## src/rtl/rs232_pkg.sv

```systemverilog
// Shared RS-232 definitions: FSM state encoding, line levels and nbits decode.
// PARITY exists only when RS232_TX_PARITY_EN is defined.
package rs232_pkg;

   localparam logic LINE_IDLE = 1'b1;
   localparam logic LINE_STOP = 1'b1;
   localparam logic LINE_START = 1'b0;

   typedef enum logic [2:0] {
      IDLE   = 3'd0,
      START  = 3'd1,
      DATA   = 3'd2,
`ifdef RS232_TX_PARITY_EN
      PARITY = 3'd3,
`endif
      STOP   = 3'd4
   } rs232_state_e;

   // Index of the last data bit; out-of-range requests fall back to 8 bits.
   function automatic logic [2:0] last_bit_idx(input logic [3:0] nbits);
      if (nbits >= 4'd5 && nbits <= 4'd8) begin
         last_bit_idx = 3'(nbits - 4'd1);
      end else begin
         last_bit_idx = 3'd7;
      end
   endfunction

endpackage

```

## src/rtl/rs232_baud_tick.sv

```systemverilog
// Bit-period counter: counts 0..BIT_DIV-1 and pulses tick on the final count.
// A synchronous clear holds the count at 0.
module rs232_baud_tick #(
   parameter int BIT_DIV = 434
) (
   input  logic clk_i,
   input  logic rst_i,
   input  logic clr,
   output logic tick
);

   localparam int CNT_W = $clog2(BIT_DIV);
   localparam logic [CNT_W-1:0] CNT_MAX = CNT_W'(BIT_DIV - 1);

   logic [CNT_W-1:0] cnt;

   always_ff @(posedge clk_i or posedge rst_i) begin
      if (rst_i) begin
         cnt <= '0;
      end else if (clr || cnt == CNT_MAX) begin
         cnt <= '0;
      end else begin
         cnt <= cnt + 1'b1;
      end
   end

   assign tick = (cnt == CNT_MAX);

endmodule

```

## src/rtl/rs232_tx.sv

```systemverilog
// RS-232 transmitter: start, 5..8 data bits LSB first, optional even parity
// (macro RS232_TX_PARITY_EN), one stop bit.
module rs232_tx
   import rs232_pkg::*;
#(
   parameter int BIT_DIV = 434,
   parameter int DATA_W  = 8
) (
   input  logic              clk_i,
   input  logic              rst_i,
   input  logic              start_i,
   input  logic [DATA_W-1:0] data_i,
   input  logic [3:0]        nbits_i,
   output logic              tx_o,
   output logic              busy_o,
   output logic              eot_o,
   output logic              done_o,
   output logic [2:0]        state_o
);

   rs232_state_e      state_q, state_d;
   logic              tx_q, tx_d;
   logic [DATA_W-1:0] shreg;
   logic [2:0]        bit_cnt;
   logic [2:0]        last_idx;
   logic              tick;
   logic              accept;
   logic              last_bit;
`ifdef RS232_TX_PARITY_EN
   logic              par_q;
`endif

   // Counter is held clear throughout IDLE, so it starts from 0 in START.
   rs232_baud_tick #(
      .BIT_DIV (BIT_DIV)
   ) u_tick (
      .clk_i (clk_i),
      .rst_i (rst_i),
      .clr   (state_q == IDLE),
      .tick  (tick)
   );

   assign accept   = (state_q == IDLE) && start_i;
   assign last_bit = (bit_cnt == last_idx);

   always_comb begin
      state_d = state_q;
      tx_d    = tx_q;
      done_o  = 1'b0;
      case (state_q)
         IDLE: begin
            tx_d = LINE_IDLE;
            if (start_i) begin
               state_d = START;
               tx_d    = LINE_START;
            end
         end
         START: begin
            if (tick) begin
               state_d = DATA;
               tx_d    = shreg[0];
            end
         end
         DATA: begin
            if (tick) begin
               if (last_bit) begin
`ifdef RS232_TX_PARITY_EN
                  state_d = PARITY;
                  tx_d    = par_q ^ shreg[0];
`else
                  state_d = STOP;
                  tx_d    = LINE_STOP;
`endif
               end else begin
                  tx_d = shreg[1];
               end
            end
         end
`ifdef RS232_TX_PARITY_EN
         PARITY: begin
            if (tick) begin
               state_d = STOP;
               tx_d    = LINE_STOP;
            end
         end
`endif
         STOP: begin
            if (tick) begin
               state_d = IDLE;
               tx_d    = LINE_IDLE;
               done_o  = 1'b1;
            end
         end
         default: begin
            state_d = IDLE;
            tx_d    = LINE_IDLE;
         end
      endcase
   end

   always_ff @(posedge clk_i or posedge rst_i) begin
      if (rst_i) begin
         state_q <= IDLE;
         tx_q    <= LINE_IDLE;
      end else begin
         state_q <= state_d;
         tx_q    <= tx_d;
      end
   end

   always_ff @(posedge clk_i or posedge rst_i) begin
      if (rst_i) begin
         shreg    <= '0;
         bit_cnt  <= '0;
         last_idx <= '0;
      end else if (accept) begin
         shreg    <= data_i;
         bit_cnt  <= '0;
         last_idx <= last_bit_idx(nbits_i);
      end else if (state_q == DATA && tick) begin
         shreg    <= shreg >> 1;
         bit_cnt  <= bit_cnt + 3'd1;
      end
   end

`ifdef RS232_TX_PARITY_EN
   // Running XOR of the bits already shifted out; the last bit is folded in at decode.
   always_ff @(posedge clk_i or posedge rst_i) begin
      if (rst_i) begin
         par_q <= 1'b0;
      end else if (accept) begin
         par_q <= 1'b0;
      end else if (state_q == DATA && tick) begin
         par_q <= par_q ^ shreg[0];
      end
   end
`endif

   assign tx_o    = tx_q;
   assign eot_o   = (state_q == IDLE);
   assign busy_o  = !eot_o;
   assign state_o = state_q;

endmodule

```

## config.mk

```make
export PLATFORM = sky130hd
export DESIGN_NAME = rs232_tx
export DESIGN_NICKNAME = d
export VERILOG_FILES = /design/src/rtl/rs232_pkg.sv /design/src/rtl/rs232_baud_tick.sv /design/src/rtl/rs232_tx.sv
export SDC_FILE = /design/constraint.sdc
export NUM_CORES = 1
export LEC_CHECK = 0
export BUFFER_PORTS_ARGS = -buffer_cell sky130_fd_sc_hd__clkbuf_2
export CORE_MARGIN = 1.5
export CORE_UTILIZATION = 55
export DETAILED_ROUTE_END_ITERATION = 10
export HOLD_SLACK_MARGIN = 0.08
export PLACE_DENSITY = 0.88
export SYNTH_ARGS = -nofsm -noshare
export SYNTH_HDL_FRONTEND = slang
export SYNTH_SLANG_ARGS = --single-unit
```

## constraint.sdc

```tcl
create_clock -name clk_i -period 2.25 [get_ports clk_i]
set_input_delay 0 -clock clk_i [delete_from_list [all_inputs] [get_ports clk_i]]
set_output_delay 0 -clock clk_i [all_outputs]
set_load 0.1 [all_outputs]
```

# == Yosys cells after proc, flatten, opt, wreduce, memory -nomap -nowiden ==
# Index checks and enable logic that the tools add are counted.
# op_classes
bitwise,0
muxes,20
n_lt_le_gt_ge,2
multipliers,0
n_div,0
eq_ne,10
n_shift,0
addsub,3
n_reduce_logical,9
# ops
op,count
two-way mux 3 bit,8
two-way mux 8 bit,2
case mux 3 bit (4 select lines),1
inequality test 2 bit (second input constant),5
adder 9 x 1 -> 9 bit (second input constant),1
equality test 9 bit (second input constant),1
two-way mux 9 bit,1
two-way mux 1 bit,7
AND reduction 5 bit,1
greater-or-equal comparator 4 x 3 -> 1 bit (second input constant),1
less-or-equal comparator 4 bit (second input constant),1
case mux 1 bit (4 select lines),1
adder 3 x 1 -> 3 bit (second input constant),1
equality test 3 x 1 -> 1 bit (second input constant),1
equality test 3 x 2 -> 1 bit (second input constant),1
equality test 3 bit,1
equality test 3 bit (second input constant),1
logical AND 1 bit,3
logical NOT 3 bit,1
AND reduction 3 bit,1
subtractor 3 x 1 -> 3 bit (second input constant),1
nonzero test 2 bit,1
logical NOT 1 bit,1
logical OR 1 bit,1
# word_totals
romBits,0
mem_bits_rw,0
in_bits,15
latchBits,0
output_inout_bits,7
reg_bits,27
n_memories,0

# == Depth between registers and ports, before layout ==
# logic_depth
ltp_word,4
depth_mapped,7

# == Hierarchy ==
# A second synthesis with hierarchy kept.
# hier_totals
hier_cells,154
area_unflattened_um2,1506.4
# by_module_without_submodules
mod,cells_per_inst,seq_area_each_um2,instances,area_per_inst_um2
rs232_tx,105,451.7,1,1017.2
rs232_baud_tick,49,225.2,1,489.2

# == Worst setup path before layout ==
# Ideal clock, no wire load.
# synth_path
path_type,reg2reg
startpoint,reg state_q[1] (netlist: state_o[1])
endpoint,reg u_tick.cnt[2]
path_stages_with_launch,6
required_time_ns,2.115
path_slack_ns,-3.072
n_path_buf,1
t_arrival_ns,5.187
period_less_slack_ns,5.322
path_cell_list,dfrtp_1 clkbuf_1 nor3_1 inv_1 nand2_1 nor2_1
# synth_via
elab_chain_cells,3
# synth_lines
item,line_no,source
"start, declared",rs232_tx.sv:21,"rs232_state_e state_q, state_d;"
"start signal, assigned",rs232_tx.sv:106,state_q <= state_d;
logical NOT 3 bit,n/a,
via eot_o,rs232_tx.sv:16,"output logic eot_o,"
logical OR 1 bit,rs232_baud_tick.sv:20,end else if (clr || cnt == CNT_MAX) begin
two-way mux 9 bit,rs232_baud_tick.sv:20,
"end signal, assigned",rs232_baud_tick.sv:23,cnt <= cnt + 1'b1;
"end, declared",rs232_baud_tick.sv:15,logic [CNT_W-1:0] cnt;
# The timed path passes the listed nets, and every way through them passes these cells.
# A chain may end at the register's enable or synchronous reset.

# == Final worst setup path ==
# layout_path
startpoint,reg u_tick.cnt[3]
endpoint,out done_o
# layout_via
elab_chain_cells,3
# layout_lines
item,line_no,source
equality test 9 bit,rs232_baud_tick.sv:27,assign tick = (cnt == CNT_MAX);
two-way mux 1 bit,rs232_tx.sv:88,if (tick) begin
two-way mux 1 bit,rs232_tx.sv:50,case (state_q)
"end, declared",rs232_tx.sv:17,"output logic done_o,"
# No other way between the ends.

==> impl_metrics.ini <==
[critical_path]
worstReg2RegEnd = state_o[2]
crit_start = u_tick.cnt[3]
crit_required_ps = 2250
cpMaxStageDelayCell = or4b_4
cp.depth = 5
crit_buf_inv = 2
endpoint_kind = output pin
crit_end = done_o
r2r_slack_ps = 180
worst-path-max-fanout = 6
startpoint_type = flip-flop
cpPeakStageDelay_ps = 510
crit_type = flip-flop to output pin
r2r_start = u_tick.cnt[3]
cp_top_family = simple AND/OR/NAND/NOR gates
crit_chain = or4b_4 -> or2_1 -> buf_4 -> nor4b_4 -> buf_12
cp_data_arrival_time_ps = 2180
rr_worst_depth = 4

[power_and_ir_drop]
power.total_mw = 0.744
peakVddDrop_v = 0.000377
clockPowerShare_pct = 28.0
power.internal_mw = 0.583
powerDensity_nw_per_um2 = 420
swShare_pct = 21.7
pwr-share-comb_pct = 6.8
share_seq_of_total_power_pct = 65.2
switching_power_mw = 0.161
p_leak_nw = 0.785

[synth]
synth_area_um2 = 1380
ys_top_cells_by_area = dfrtp_1 47%, nor2_1 5.7%, ha_1 4.5%
yosysUniqueCellTypes = 40
synth-edff-count = 0
synthCells = 140
synth.largest_area_cell = dfrtp_1
synthArstFlopShare_pct = 100
synth-seq-cells = 27
synth_top_flop_cell = dfrtp_1
syn_nets = 160
ys_seq_area_share_pct = 48.9
yosys-top-cells-count = 26 x dfrtp_1, 21 x nor2_1, 9 x nand2_1
yosys_warnings = 0
yosysTopAreaCellShare_pct = 47.0
synth_most_common_cell = dfrtp_1
avgSynthCellArea_um2 = 9.88

[worst_hold_path]
worstHoldPathType = primary input to flip-flop
hp-start = nbits_i[2]

[job]
cap_viol_max_count = 0

[clocking]
clock_path_buffers = 2
clock-sinks = 27
clock_latency_ps = 330
tritoncts = built
htreeDepth = 1
cts_root_buf = clkbuf_4
cts_buffers = 3
clk_pin_slew_ps = 140

[cells_and_area]
multiInputGateArea_um2 = 696
final_core_utilization_pct = 77.0
layout.nets = 200
diodes = 0
n_fill_cell = 163
drive_gt1_share_pct = 24.0
area_growth_pct = 27.8
register_area_um2 = 687

[drt]
vias = 1210
wl_um = 3180
drc_errors = 0
drtIter0Drc = 29
firstDrtPassIters = 4
ant_nets = 0
viasPerCell = 5.85
wl_per_cell_um = 15.4

[sta]
finalSetupViolCount = 0
min_period_ps = 2180
rsz0062_at_grt = false
timing_worst_slew_pin_value_ps = 540
fin_skew_ps = 5.12
max_freq_ghz = 0.460
finalCritPeriodShare_pct = 96.7
hold_violations = 0
worst_slew_margin_rel_pct = 64.2
drv_slew = 0
setup_ws_ps = 74.9

[floorplan]
start_util_pct = 60.2
dieHeight_um = 53.2
rows = 17
core_um2 = 2300
io_pins = 22
die_w_um = 53.2
dieArea_um2 = 2830

[place]
dp_slack_ps = 264
port_buffers = 21
dpl.hpwl_um = 2080
gp_congestion = 0.816

[global_route]
grt_usage_pct = 26.4
grt_max_degree = 17
grt_pass1_wl_um = 5240
antenna_found_initial = 0
overflow = 0
grt_pass1_vias = 1175

[status]
status = complete, no violations
## worst register-to-register path: stages (launching register included)
cell	delay, ps
dfrtp_2	470
or4b_4	510
or2_1	230
or4_1	550
o32ai_1	190
## how the worst min path moves through the flow
stage / end / slack (ps) / cells past startpoint
after detailed placement: u_tick.cnt[8] / 20 / 2
after global placement: u_tick.cnt[1] / 3 / 2
after CTS: last_idx[1] / 100 / 4
final: last_idx[0] / 120 / 4
after floorplan: bit_cnt[0] / 50 / 1
after global routing: last_idx[1] / 130 / 4
## registers in the layout, summed over array words and instances (netlist names)
signal	cells
state_o	3
tx_o	1
last_idx	3
u_tick.cnt	9
bit_cnt	3
shreg	8
## power groups by stage
stage / sequential, mW / combinational (mW) / clock, mW
after floorplan: 0.495 / 0.0129 / 0
after global placement: 0.495 / 0.0292 / 0
after detailed placement: 0.495 / 0.0313 / 0
after CTS: 0.485 / 0.0487 / 0.211
after global routing: 0.486 / 0.0564 / 0.231
final: 0.485 / 0.0506 / 0.208
## placed cells by master, fill, tap and decap left out, types with 5 or more instances in the layout
| cell | n |
|---|---|
| dfrtp_1 | 22 |
| dlygate4sd3_1 | 13 |
| a21oi_1 | 6 |
| xor2_1 | 6 |
| o21ai_0 | 5 |
| buf_4 | 6 |
| inv_1 | 6 |
| ha_1 | 5 |
| nand2_1 | 8 |
| nor2_1 | 21 |
| xnor2_1 | 5 |
| clkbuf_2 | 20 |
## metrics by stage
| step | cell area [um2] | hold WS (ps) | TNS [ps] | std cells |
|---|---|---|---|---|
| 3_5_place_dp | 1600 | 15.8 | 0 | 188 |
| 6_report | 1770 | 119 | 0 | 207 |
| 5_1_grt | 1770 | 128 | 0 | 207 |
| 4_1_cts | 1750 | 102 | 0 | 205 |
| 2_1_floorplan | 1460 | 51.9 | -10650 | 140 |
| 3_3_place_gp | 1600 | 2.75 | 0 | 188 |
## area by class of cell
cell class / count / area share, %
Clock buffer: 4 / 1.49
Inverter: 7 / 1.70
Multi-Input combinational cell: 101 / 39.3
Sequential cell: 27 / 38.8
Tap cell: 28 / 1.98
Timing Repair Buffer: 40 / 16.7
## layer usage
layer  vias up  global-route usage (%)  share of wire (%)
met5         -                       0                  0
met1       586                    33.0                 42
met2        44                    44.0                 50
met4         0                    14.5                3.0
li1        567                       -                  -
met3        13                    3.67                4.5
## timing repair
action / 4_1_cts / 5_1_grt
setup buffers: 0 / 2
hold buffers: 13 / 0
setup endpoints to repair: 0 / 1
gates resized for setup: 0 / 1
hold endpoints to repair: 38 / 0
## logic make-up after synthesis
logic type	share of synthesized area [%]
adder cells (fa/ha/maj)	4.52
flip-flops	48.9
AO/OA/AOI/OAI	11.1
XOR/XNOR	6.96
multiplexers	2.98
AND/OR/NAND/NOR	21.9
buffers and inverters	3.62
No activity file was read; power rests on OpenSTA's default activity.
